--- config.mk ---
export PLATFORM = sky130hd
export DESIGN_NAME = cmul_seq_flat
export DESIGN_NICKNAME = d
export VERILOG_FILES = /design/src/rtl/cmul_seq_if.sv /design/src/rtl/cmul_seq.sv /design/src/flat_wrapper.sv
export SDC_FILE = /design/constraint.sdc
export NUM_CORES = 1
export LEC_CHECK = 0
export ABC_AREA = 1
export ABC_CLOCK_PERIOD_IN_PS = 2700
export CORE_MARGIN = 3
export CORE_UTILIZATION = 50
export DETAILED_ROUTE_END_ITERATION = 10
export HOLD_SLACK_MARGIN = 0.05
export PLACE_DENSITY_LB_ADDON = 0.12
export SLEW_MARGIN = 0
export SYNTH_ARGS = -nofsm -noshare
export SYNTH_HDL_FRONTEND = slang
export SYNTH_SLANG_ARGS = --single-unit
--- constraint.sdc ---
create_clock -name clk -period 2.7 [get_ports clk]
set_input_delay 0.81 -clock clk [delete_from_list [all_inputs] [get_ports clk]]
set_output_delay 0.81 -clock clk [all_outputs]
set_load 0.01 [all_outputs]
--- src/rtl/cmul_seq_if.sv ---
// cmul_seq_if: bundles the three buses of the complex multiplier sequencer.
//   Operand input  : in_valid/in_ready handshake with xr, xi, wr, wi (signed DW).
//   Result output  : out_valid/out_ready handshake with yr, yi (signed PW+1).
//   Multiplier bus : mul_en, mul_a, mul_b toward the shared multiplier,
//                    mul_p (signed PW) back from it, combinational.
// Modports:
//   slave  - the sequencer itself.
//   master - the surroundings: upstream fetch, downstream add/sub, multiplier.
interface cmul_seq_if #(
  parameter int DW = 8,
  parameter int PW = 2 * DW
);
  logic                 in_valid;
  logic                 in_ready;
  logic signed [DW-1:0] xr;
  logic signed [DW-1:0] xi;
  logic signed [DW-1:0] wr;
  logic signed [DW-1:0] wi;

  logic                 out_valid;
  logic                 out_ready;
  logic signed [PW:0]   yr;
  logic signed [PW:0]   yi;

  logic                 mul_en;
  logic signed [DW-1:0] mul_a;
  logic signed [DW-1:0] mul_b;
  logic signed [PW-1:0] mul_p;

  modport slave (
    input  in_valid, xr, xi, wr, wi, out_ready, mul_p,
    output in_ready, out_valid, yr, yi, mul_en, mul_a, mul_b
  );

  modport master (
    output in_valid, xr, xi, wr, wi, out_ready, mul_p,
    input  in_ready, out_valid, yr, yi, mul_en, mul_a, mul_b
  );
endinterface

--- src/rtl/cmul_seq.sv ---
// cmul_seq: time-multiplexed complex multiplier sequencer.
// Computes y = x * w (yr = xr*wr - xi*wi, yi = xr*wi + xi*wr) exactly in PW+1
// bits by walking one shared signed DW x DW multiplier through four real
// products in four cycles, then presenting the result on a valid/ready port.
// Ports:
//   clk - single rising-edge clock.
//   rst - synchronous active-high reset; aborts any operation in flight.
//   bus - cmul_seq_if slave modport (operand in, result out, multiplier bus).
module cmul_seq #(
  parameter int DW = 8,
  parameter int PW = 2 * DW
) (
  input  logic        clk,
  input  logic        rst,
  cmul_seq_if.slave   bus
);

  typedef enum logic [2:0] {
    S_IDLE = 3'd0,
    S_MUL0 = 3'd1,
    S_MUL1 = 3'd2,
    S_MUL2 = 3'd3,
    S_MUL3 = 3'd4,
    S_DONE = 3'd5
  } state_t;

  state_t               state_q, state_d;
  logic signed [DW-1:0] xr_q, xr_d;
  logic signed [DW-1:0] xi_q, xi_d;
  logic signed [DW-1:0] wr_q, wr_d;
  logic signed [DW-1:0] wi_q, wi_d;
  logic signed [DW-1:0] mul_a_q, mul_a_d;
  logic signed [DW-1:0] mul_b_q, mul_b_d;
  logic signed [PW:0]   acc_r_q, acc_r_d;
  logic signed [PW:0]   acc_i_q, acc_i_d;
  logic                 out_valid_q, out_valid_d;
  logic                 mul_en_q, mul_en_d;

  logic                 in_ready_s;
  logic                 accept_s;
  logic signed [PW:0]   prod_ext_s;

  // Sign-extend the product by one bit so the sum/difference cannot wrap.
  assign prod_ext_s = {bus.mul_p[PW-1], bus.mul_p};

  // Ready when idle, or when the held result leaves this very cycle.
  always_comb begin
    in_ready_s = 1'b0;
    if (rst) begin
      in_ready_s = 1'b0;
    end else if (state_q == S_IDLE) begin
      in_ready_s = 1'b1;
    end else if ((state_q == S_DONE) && bus.out_ready) begin
      in_ready_s = 1'b1;
    end else begin
      in_ready_s = 1'b0;
    end
  end

  assign accept_s = bus.in_valid & in_ready_s;

  // Next-state, operand steering and accumulation.
  always_comb begin
    state_d = state_q;
    xr_d    = xr_q;
    xi_d    = xi_q;
    wr_d    = wr_q;
    wi_d    = wi_q;
    mul_a_d = mul_a_q;
    mul_b_d = mul_b_q;
    acc_r_d = acc_r_q;
    acc_i_d = acc_i_q;

    // Each MULn state consumes the product of the operands set up in the
    // previous cycle and sets up the operands for the next product.
    case (state_q)
      S_IDLE: begin
        state_d = S_IDLE;
      end
      S_MUL0: begin
        acc_r_d = prod_ext_s;                 // xr*wr
        mul_a_d = xi_q;
        mul_b_d = wi_q;
        state_d = S_MUL1;
      end
      S_MUL1: begin
        acc_r_d = acc_r_q - prod_ext_s;       // - xi*wi
        mul_a_d = xr_q;
        mul_b_d = wi_q;
        state_d = S_MUL2;
      end
      S_MUL2: begin
        acc_i_d = prod_ext_s;                 // xr*wi
        mul_a_d = xi_q;
        mul_b_d = wr_q;
        state_d = S_MUL3;
      end
      S_MUL3: begin
        acc_i_d = acc_i_q + prod_ext_s;       // + xi*wr
        state_d = S_DONE;
      end
      S_DONE: begin
        if (bus.out_ready) begin
          state_d = S_IDLE;
        end else begin
          state_d = S_DONE;
        end
      end
      default: begin
        state_d = S_IDLE;
      end
    endcase

    // An accept (from IDLE, or back-to-back from DONE) overrides the above:
    // latch the operand set and present the first product pair.
    if (accept_s) begin
      xr_d    = bus.xr;
      xi_d    = bus.xi;
      wr_d    = bus.wr;
      wi_d    = bus.wi;
      mul_a_d = bus.xr;
      mul_b_d = bus.wr;
      state_d = S_MUL0;
    end else begin
      xr_d    = xr_d;
      xi_d    = xi_d;
    end
  end

  // Registered status outputs derived from the state being entered.
  always_comb begin
    mul_en_d    = 1'b0;
    out_valid_d = 1'b0;
    case (state_d)
      S_MUL0, S_MUL1, S_MUL2, S_MUL3: begin
        mul_en_d    = 1'b1;
        out_valid_d = 1'b0;
      end
      S_DONE: begin
        mul_en_d    = 1'b0;
        out_valid_d = 1'b1;
      end
      default: begin
        mul_en_d    = 1'b0;
        out_valid_d = 1'b0;
      end
    endcase
  end

  // State and datapath registers with synchronous reset.
  always_ff @(posedge clk) begin
    if (rst) begin
      state_q     <= S_IDLE;
      xr_q        <= {DW{1'b0}};
      xi_q        <= {DW{1'b0}};
      wr_q        <= {DW{1'b0}};
      wi_q        <= {DW{1'b0}};
      mul_a_q     <= {DW{1'b0}};
      mul_b_q     <= {DW{1'b0}};
      acc_r_q     <= {(PW+1){1'b0}};
      acc_i_q     <= {(PW+1){1'b0}};
      out_valid_q <= 1'b0;
      mul_en_q    <= 1'b0;
    end else begin
      state_q     <= state_d;
      xr_q        <= xr_d;
      xi_q        <= xi_d;
      wr_q        <= wr_d;
      wi_q        <= wi_d;
      mul_a_q     <= mul_a_d;
      mul_b_q     <= mul_b_d;
      acc_r_q     <= acc_r_d;
      acc_i_q     <= acc_i_d;
      out_valid_q <= out_valid_d;
      mul_en_q    <= mul_en_d;
    end
  end

  assign bus.in_ready  = in_ready_s;
  assign bus.out_valid = out_valid_q;
  assign bus.yr        = acc_r_q;
  assign bus.yi        = acc_i_q;
  assign bus.mul_en    = mul_en_q;
  assign bus.mul_a     = mul_a_q;
  assign bus.mul_b     = mul_b_q;

endmodule

--- src/flat_wrapper.sv ---
// flat-port wrapper written by rule: the top's interface ports become plain ports
module cmul_seq_flat 
#(
  parameter int DW = 8,
  parameter int PW = 2 * DW
)
  (clk, rst, bus_in_valid, bus_xr, bus_xi, bus_wr, bus_wi, bus_out_ready, bus_mul_p, bus_in_ready, bus_out_valid, bus_yr, bus_yi, bus_mul_en, bus_mul_a, bus_mul_b);
  cmul_seq_if #(.DW(DW), .PW(PW)) bus_i ();
  input  logic clk;
  input  logic rst;
  input wire logic [$bits(bus_i.in_valid)-1:0] bus_in_valid;
  input wire logic [$bits(bus_i.xr)-1:0] bus_xr;
  input wire logic [$bits(bus_i.xi)-1:0] bus_xi;
  input wire logic [$bits(bus_i.wr)-1:0] bus_wr;
  input wire logic [$bits(bus_i.wi)-1:0] bus_wi;
  input wire logic [$bits(bus_i.out_ready)-1:0] bus_out_ready;
  input wire logic [$bits(bus_i.mul_p)-1:0] bus_mul_p;
  output wire logic [$bits(bus_i.in_ready)-1:0] bus_in_ready;
  output wire logic [$bits(bus_i.out_valid)-1:0] bus_out_valid;
  output wire logic [$bits(bus_i.yr)-1:0] bus_yr;
  output wire logic [$bits(bus_i.yi)-1:0] bus_yi;
  output wire logic [$bits(bus_i.mul_en)-1:0] bus_mul_en;
  output wire logic [$bits(bus_i.mul_a)-1:0] bus_mul_a;
  output wire logic [$bits(bus_i.mul_b)-1:0] bus_mul_b;
  assign bus_i.in_valid = bus_in_valid;
  assign bus_i.xr = bus_xr;
  assign bus_i.xi = bus_xi;
  assign bus_i.wr = bus_wr;
  assign bus_i.wi = bus_wi;
  assign bus_i.out_ready = bus_out_ready;
  assign bus_i.mul_p = bus_mul_p;
  assign bus_in_ready = bus_i.in_ready;
  assign bus_out_valid = bus_i.out_valid;
  assign bus_yr = bus_i.yr;
  assign bus_yi = bus_i.yi;
  assign bus_mul_en = bus_i.mul_en;
  assign bus_mul_a = bus_i.mul_a;
  assign bus_mul_b = bus_i.mul_b;
  cmul_seq #(.DW(DW), .PW(PW)) u_core (.clk(clk), .rst(rst), .bus(bus_i));
endmodule
# [Yosys cells after proc, flatten, opt, wreduce, memory -nomap -nowiden]
# Cells that the tools add are included.
[totals] regBits=87 latchBits=0 mem_bits_rw=0 romBits=0 in_bits=52 out_inout_bits=53 elab_cells=47 memories=0
[classes] add_sub_neg=2 n_mul=0 n_div=0 magnitude_cmp=0 n_eq_ne=10 shift=0 muxes=14 n_bitwise=1 n_reduce_logical=9
[op_table] cell="$pmux 17 s2" n=2
[op_table] cell="$pmux 8 s2" n=2
[op_table] cell="$add 17x16->17" n=1
[op_table] cell="$sub 17x16->17" n=1
[op_table] cell="$mux 8" n=2
[op_table] cell="$pmux 3 s5" n=1
[op_table] cell="$eq 3x2->1 const B" n=4
[op_table] cell="$eq 3x3->1 const B" n=4
[op_table] cell="$eq 3x1->1 const B" n=2
[op_table] cell="$mux 3" n=2
[op_table] cell="$reduce_bool 3->1" n=2
[op_table] cell="$mux 1" n=5
[op_table] cell="$reduce_bool 2->1" n=2
[op_table] cell="$reduce_or 2->1" n=2
[op_table] cell="$reduce_or 4->1" n=1
[op_table] cell="$logic_not 3->1" n=1
[op_table] cell="$and 1x1->1" n=1
[op_table] cell="$logic_and 1x1->1" n=1

# [Depth between registers and ports, before layout]
# Gate-level depths: netlist of run 1.
[logic_depth] word_depth=10 mapped_depth=13 ltp_nobuf=13

# [Worst setup path before layout of run 1]
# No wires, ideal clock.
[synth_path] kind="in2reg" from="in bus_mul_p[0]" to="reg u_core.acc_r_q[16], in the netlist u_core.bus.yr[16]" setup_ps=70 arrival_time_ps=2083 t_required_ps=2630 slack_ps=547 stages=11 path_buffers=0 path_cell_list="ha_1 fa_1 inv_1 nand3_1 nand3_1 nand2_1 nand2_1 nand2_1 nand3_1 nand3_1 a21oi_1"
[synth_via] elab_chain_cells=2
[synth_lines] item="from (decl)" line_no="flat_wrapper.sv:17" source="input wire logic [$bits(bus_i.mul_p)-1:0] bus_mul_p;"
[synth_lines] item="$sub 17x16->17" line_no="cmul_seq.sv:87" source="acc_r_d = acc_r_q - prod_ext_s;"
[synth_lines] item="$pmux 17 s2" line_no="cmul_seq.sv:76" source="case (state_q)"
[synth_lines] item="to (signal assigned)" line_no="cmul_seq.sv:160" source="acc_r_q <= {(PW+1){1'b0}};"
[synth_lines] item="to (signal assigned)" line_no="cmul_seq.sv:172" source="acc_r_q <= acc_r_d;"
[synth_lines] item="to (decl)" line_no="cmul_seq.sv:34" source="logic signed [PW:0] acc_r_q, acc_r_d;"
# No other way between the ends.
# A chain may end at the register's enable or synchronous reset.

# [Final worst setup path of run 1]
[layout_path] from="in bus_out_ready" to="out bus_in_ready"
[layout_via] elab_chain_cells=4
[layout_lines] item="from (decl)" line_no="flat_wrapper.sv:16" source="input wire logic [$bits(bus_i.out_ready)-1:0] bus_out_ready;"
[layout_lines] item="$logic_and 1x1->1" line_no="cmul_seq.sv:53" source="end else if ((state_q == S_DONE) && bus.out_ready) begin"
[layout_lines] item="$mux 1" line_no="cmul_seq.sv:53"
[layout_lines] item="$mux 1" line_no="cmul_seq.sv:51" source="end else if (state_q == S_IDLE) begin"
[layout_lines] item="$mux 1" line_no="cmul_seq.sv:49" source="if (rst) begin"
[layout_lines] item="to (decl)" line_no="flat_wrapper.sv:18" source="output wire logic [$bits(bus_i.in_ready)-1:0] bus_in_ready;"
# No other way between the ends.

==> run metrics, run 1 <==
Finished Core Util=between 60 and 70%; Placer Congestion=0.897; RSZ-0062 raised after global routing=false; crit-path max FO=2; clock sink total=87; Reg clk slew, reported paths=0.08 ns; EDFF count, synth=0; yosys warns=0; non-filler cells, final=1,142; Seq/Total Area, Yosys=between 30% and 40%; core area=0.0105 mm2; actual slew at the worst max-slew pin=0.425 ns; CTS Hold Buffers Added=0; min cycle time layout=2.62 ns; initial antenna violation count=0; Die X-Extent=between 100 and 150 um; type of origin of the critical path=input port; ys flop type=dfxtp_1; Max Cap Viol=0; switching share of total power=33.2%; clk_skew=0.00723 ns; Routed wire per std cell=13.3 um; Arr. time, crit path=1.81 ns; required time of the critical path=1.89 ns; Leak=3.43 nW; number of synthesized register bits=87; Clock power frac=27.7%; drt first pass iters=5; antenna diode count=0; final count of hold timing violations=0; Antenna Nets Post-Route=0; CTS max path bufs=2; total wire length=15,200 um; Initial Util=52.4%; HPWL after DPL=11,500 um; fin crit share=97.2%; sequential power share=between 40% and 50%; die height=111 um; syn_nets=between 900 and 1,000; Syn Inst Count=875; Peak VDD IR=0.000500 V; vias in the first global route=5,366; Layout area overhead=28.8%; Port Buf Inserts=approximately 100; final setup fails=0; io pins=105; synthesized cell area=0.00550 mm2; min-delay worst type=flop to flop; placed insts=1,127; Worst setup EP type=output pin; global-route wire length before repair=25,100 um; Worst-Skew Late Latency=0.37 ns; Total GRT Usage=roughly a quarter; Int Pwr=2.51 mW; H-tree depth=3; Iter 0 DRT Violations=306; ys async rst share=0%; Max Transition Viols Final=0; Post-CTS Setup Inserts=0; kind of critical path=input port to output pin; Via density=5.09; Worst slew margin=about 70%; P_sw=between 1 and 1.5 mW; Distinct cells, synth=28; Mean Syn Cell Area=between 6 and 7 um2; Rows=37; largest net degree at the start of global routing=33; DR vias=~5,800; CTS tree=built; clk root buf=clkbuf_8; die area=around 0.012 mm2; global route overflow=0; PwrDens=531 mW/mm2; layout cells sized above 1=6.26%; Logic pwr share=32.4%; Max Clk Rate=381 MHz; final net count=1,088; TritonCTS Buffers=9; status=finished clean; Post-route DRC=0
## metal layers
metal	up-vias	GRT usage, %	part of all wire (%)
met5	-	0	0
met3	32	5.57	6.1
met1	2558	30.4	44
met4	0	11.7	3.7
li1	3051	-	-
met2	171	40.2	46
## critical path: stages
cell and delay [ns]:
clkdlybuf4s50_1 0.46, nand2_1 0.09, o21ai_2 0.17, and2_4 0.16
clkbuf_2 0.12
## power by group through the flow
stage	logic, mW	registers (mW)	clock network (mW)
finish	1.22	1.50	1.04
detailed placement	1.21	1.53	0
CTS	1.22	1.50	1.07
floorplan	0.679	1.56	0
global route	1.36	1.52	1.12
global placement	1.19	1.53	0
## flip-flops by register name, indices dropped and copies added (netlist names)
register / flops
u_core.state_q: 3
u_core.bus.out_valid: 1
u_core.bus.mul_a: 8
u_core.wi_q: 8
u_core.bus.yr: 17
u_core.wr_q: 8
u_core.bus.mul_b: 8
u_core.xi_q: 8
u_core.bus.yi: 17
u_core.xr_q: 8
u_core.bus.mul_en: 1
## placed cells by master, fill, tap and decap left out
cell type / Yosys / final
nand4_1: 4 / 4
ha_1: 32 / 32
nand2_1: 254 / 254
nand3b_1: 1 / 1
and2_1: 3 / 3
o21ai_0: 99 / 98
bufinv_16: 0 / 2
a31oi_1: 3 / 3
clkinv_1: 1 / 1
a21oi_1: 84 / 84
inv_1: 139 / 139
nand3_1: 60 / 60
clkbuf_2: 1 / 1
inv_6: 0 / 2
o21bai_1: 2 / 2
nor2_1: 40 / 40
clkbuf_8: 0 / 10
nand2_4: 3 / 3
buf_4: 3 / 39
fa_1: 2 / 2
o21ai_1: 15 / 15
a211oi_1: 4 / 4
dfxtp_1: 87 / 87
inv_2: 3 / 3
clkbuf_1: 15 / 1
xnor2_1: 2 / 2
nand2_2: 1 / 1
o21ai_2: 0 / 1
clkdlybuf4s50_1: 0 / 103
xor2_1: 8 / 8
and2_4: 1 / 1
## what timing repair did
action | in CTS | in global routing
resized for setup | 4 | 1
setup endpoints to repair | 1 | 1
pin swaps | 0 | 1
## metrics by stage
| step | cell area, um2 | power (mW) | TNS, ns | hold slack [ns] | setup slack [ns] |
|---|---|---|---|---|---|
| floorplan | 5500 | 2.24 | 0 | 0.431 | 0.547 |
| global placement | 6870 | 2.73 | -0.736 | 0.447 | -0.270 |
| detailed placement | 6870 | 2.74 | -1.20 | 0.449 | -0.338 |
| CTS | 7090 | 3.79 | 0 | 0.463 | 0.0214 |
| global route | 7090 | 4.01 | 0 | 0.483 | 0.0224 |
| finish | 7090 | 3.76 | 0 | 0.461 | 0.0765 |
## synthesized netlist by cell type, drive strengths merged, types with 8 or more instances
master / instances / area, um2
clkbuf: 16 / 61.3
buf: 11 / 75.1
xor2: 8 / 70.1
nand3: 60 / 300
ha: 32 / 400
o21ai: 114 / 571
inv: 142 / 533
nor2: 40 / 150
nand2: 258 / 993
dfxtp: 87 / 1740
a21oi: 84 / 420
## cells by family after synthesis
group | count (synthesis) | share of synthesized area [%]
buf+inv | 170 | 12.2
simple gates | 367 | 27.3
compound gates | 207 | 19.2
flops | 87 | 31.7
xor+xnor | 10 | 1.59
fa+ha+maj | 34 | 8.01
## area by class of cell
class                   instances  area, um2
inverters                     143        537
clock buffers                  11        141
flip-flops and latches         87       1740
repair buffers                143       1330
clock inverters                 4       77.6
well taps                     136        170
multi-input cells             618       3090
fillers                       971       3420
## final timing paths
path	slack [ns]	end	start	cells past startpoint
worst max-delay path	0.08	bus_in_ready	bus_out_ready	5
worst min register to register	0.46	u_core.xi_q[2]$_SDFFE_PP0P_	u_core.xi_q[2]$_SDFFE_PP0P_	2
worst max register to register	0.79	u_core.bus.mul_a[6]$_SDFFE_PP0P_	u_core.state_q[2]$_SDFF_PP0_	11
worst min-delay path	0.46	u_core.xi_q[2]$_SDFFE_PP0P_	u_core.xi_q[2]$_SDFFE_PP0P_	2
Power figures use the tool's default switching activity.
==> run 2, diff against run 1 <==
--- a/config.mk
+++ b/config.mk
@@ -7,12 +7,13 @@
 export LEC_CHECK = 0
 export ABC_AREA = 1
 export ABC_CLOCK_PERIOD_IN_PS = 2700
+export CAP_MARGIN = 20
 export CORE_MARGIN = 3
-export CORE_UTILIZATION = 50
+export CORE_UTILIZATION = 53
 export DETAILED_ROUTE_END_ITERATION = 10
 export HOLD_SLACK_MARGIN = 0.05
 export PLACE_DENSITY_LB_ADDON = 0.12
-export SLEW_MARGIN = 0
+export SLEW_MARGIN = 20
 export SYNTH_ARGS = -nofsm -noshare
 export SYNTH_HDL_FRONTEND = slang
 export SYNTH_SLANG_ARGS = --single-unit
==> run 2 against run 1 <==
  * First-iteration DRC count is 19% higher
  * Die area decreased by 5.4%
  * Count of clock-buffer cells in the layout decreased by 1
  * Largest power group unchanged
  * Cell count is 1.1% lower
  * Critical endpoint unchanged
  * Hold slack improved by 0.0062 ns
  * Via count up 0.45%
  * Routed wire length is 0.92% lower
  * Maximum frequency grew 2.4%
  * Combinational power is essentially flat
==> run metrics, run 2 (synthesized netlist as in run 1, its figures left out) <==
PwrDens=514 mW/mm2 (was 531 mW/mm2); required time of the critical path=1.89 ns (about the same); HPWL after DPL=11,200 um (was 11,500 um); FF-to-FF Start=u_core.bus.yr[0]$_SDFFE_PP0P_ (was u_core.state_q[2]$_SDFF_PP0_); min-delay src=u_core.wi_q[5]$_SDFFE_PP0P_ (was u_core.xi_q[2]$_SDFFE_PP0P_); clock sink total=87 (unchanged); drt first pass iters=4 (was 5); Max Clk Rate=390 MHz (was 381 MHz); Initial Util=55.3% (was 52.4%); Worst R2R Path Depth=12 (was 11); DR vias=5,838 (was 5,812); CTS tree=built (unchanged); type of origin of the critical path=input port (unchanged); Crit path largest cell delay=0.46 ns (about the same); Placer Congestion=0.914 (was 0.897); Via density=5.17 (was 5.09); Peak VDD IR=0.000352 V (was 0.000500 V); crit path cell chain=clkdlybuf4s50_1, nand2_1, o21ai_2, and2_4, clkbuf_2 (unchanged); Power Total=3.59 mW (was 3.76 mW); vias in the first global route=5,454 (was 5,366); total wire length=15,100 um (was 15,200 um); min-delay worst type=flop to flop (unchanged); global route overflow=0 (unchanged); TritonCTS Buffers=9 (unchanged); die area=0.0116 mm2 (was 0.0123 mm2); CTS resizes=3 (was 4); area occupied by multi-input gates=0.00309 mm2 (unchanged); Reg area=0.00174 mm2 (unchanged); Port Buf Inserts=104 (unchanged); largest net degree at the start of global routing=33 (unchanged); CTS max path bufs=2 (unchanged); Leak=3.37 nW (was 3.43 nW); Finished Cell Area=0.00699 mm2 (was 0.00709 mm2); Layout area overhead=27.0% (was 28.8%); status=finished clean (unchanged); Max Transition Viols Final=0 (unchanged); Hold Crit Depth=2 (unchanged); Arr. time, crit path=1.75 ns (was 1.81 ns); Max Cap Viol=0 (unchanged); fin crit share=94.9% (was 97.2%); Worst slew margin=71.4% (was 71.6%); Worst-Skew Late Latency=0.37 ns (about the same); Antenna Nets Post-Route=0 (unchanged); Reg clk slew, reported paths=0.09 ns (was 0.08 ns); clk_skew=0.00878 ns (was 0.00723 ns); RSZ-0062 raised after global routing=false (unchanged); R2R Path End=u_core.bus.yr[12]$_SDFFE_PP0P_ (was u_core.bus.mul_a[6]$_SDFFE_PP0P_); Post-DP Area=0.00681 mm2 (was 0.00687 mm2); min cycle time layout=2.56 ns (was 2.62 ns); most common cell after layout, fill and taps aside=nand2_1 (unchanged); actual slew at the worst max-slew pin=0.429 ns (was 0.425 ns); Iter 0 DRT Violations=363 (was 306); kind of critical path=input port to output pin (unchanged); final net count=1,079 (was 1,088); layout cells sized above 1=5.52% (was 6.26%); Post-CTS Setup Inserts=0 (unchanged); core area=0.00995 mm2 (was 0.0105 mm2); crit-path max FO=2 (unchanged); reg-to-reg setup timing slack=0.75 ns (was 0.79 ns); CTS Hold Buffers Added=0 (unchanged); Die X-Extent=108 um (was 111 um); commonest non-fill, non-tap cells in the layout=254 x nand2_1, 139 x inv_1, 103 x clkdlybuf4s50_1, 98 x o21ai_0, 87 x dfxtp_1 (unchanged); Total GRT Usage=26.5% (was 24.5%); Finished Core Util=70.2% (was 67.4%); initial antenna violation count=0 (unchanged); final count of hold timing violations=0 (unchanged); Rows=36 (was 37); CP max stage cell=clkdlybuf4s50_1 (unchanged); Worst setup EP type=output pin (unchanged); io pins=105 (unchanged); Worst Hold Path EP=u_core.wi_q[5]$_SDFFE_PP0P_ (was u_core.xi_q[2]$_SDFFE_PP0P_); die height=108 um (was 111 um); global-route wire length before repair=24,800 um (was 25,100 um); Fillers=914 (was 971); Setup TNS=0 ns (unchanged); H-tree depth=3 (unchanged); final setup fails=0 (unchanged); antenna diode count=0 (unchanged); clk root buf=clkbuf_8 (unchanged); Routed wire per std cell=13.3 um (about the same); Post-route DRC=0 (unchanged)
-- run 2: metal layers --
metal	vias up	wire length (um)	track usage [%]
li1	3035	-	-
met1	2618	6870	34.4
met2	160	6960	44.2
met3	25	810	3.30
met4	0	438	11.0
met5	-	0	0
-- run 2: worst max-delay path by stage --
stage             startpoint                              to  depth (start not counted)
2_1_floorplan   bus_mul_p[0]  u_core.bus.yr[16]$_SDFFE_PP0P_                         11
3_3_place_gp   bus_out_ready                    bus_in_ready                          5
3_5_place_dp   bus_out_ready                    bus_in_ready                          5
4_1_cts        bus_out_ready                    bus_in_ready                          5
5_1_grt         bus_mul_p[0]  u_core.bus.yr[12]$_SDFFE_PP0P_                         12
6_report       bus_out_ready                    bus_in_ready                          5
-- run 2: power by group --
group          internal (mW)  switching (mW)
Clock                  0.363           0.520
Combinational          0.532           0.672
Sequential              1.42          0.0849
Total                   2.32            1.28
-- run 2: final cells by class --
type                            count  share of cell area [%]
Clock buffer                       10                    1.97
Clock inverter                      5                   0.591
Inverter                          143                    7.68
Multi-Input combinational cell    618                    44.2
Sequential cell                    87                    24.9
Tap cell                          133                    2.38
Timing Repair Buffer              134                    18.2
-- run 2: metrics by stage --
| step | std cells | hold slack (ns) | setup WS (ns) |
|---|---|---|---|
| floorplan | 875 | 0.431 | 0.547 |
| global placement | 1115 | 0.446 | -0.265 |
| detailed placement | 1115 | 0.451 | -0.310 |
| CTS | 1130 | 0.469 | 0.0175 |
| global route | 1130 | 0.485 | 0.0636 |
| finish | 1130 | 0.467 | 0.138 |
-- run 2: worst max-delay path, delay by kind of cell --
family                 cells  cell delay, ns
AND/OR/NAND/NOR            2            0.23
buffers and inverters      2            0.58
AO/OA/AOI/OAI              1            0.13
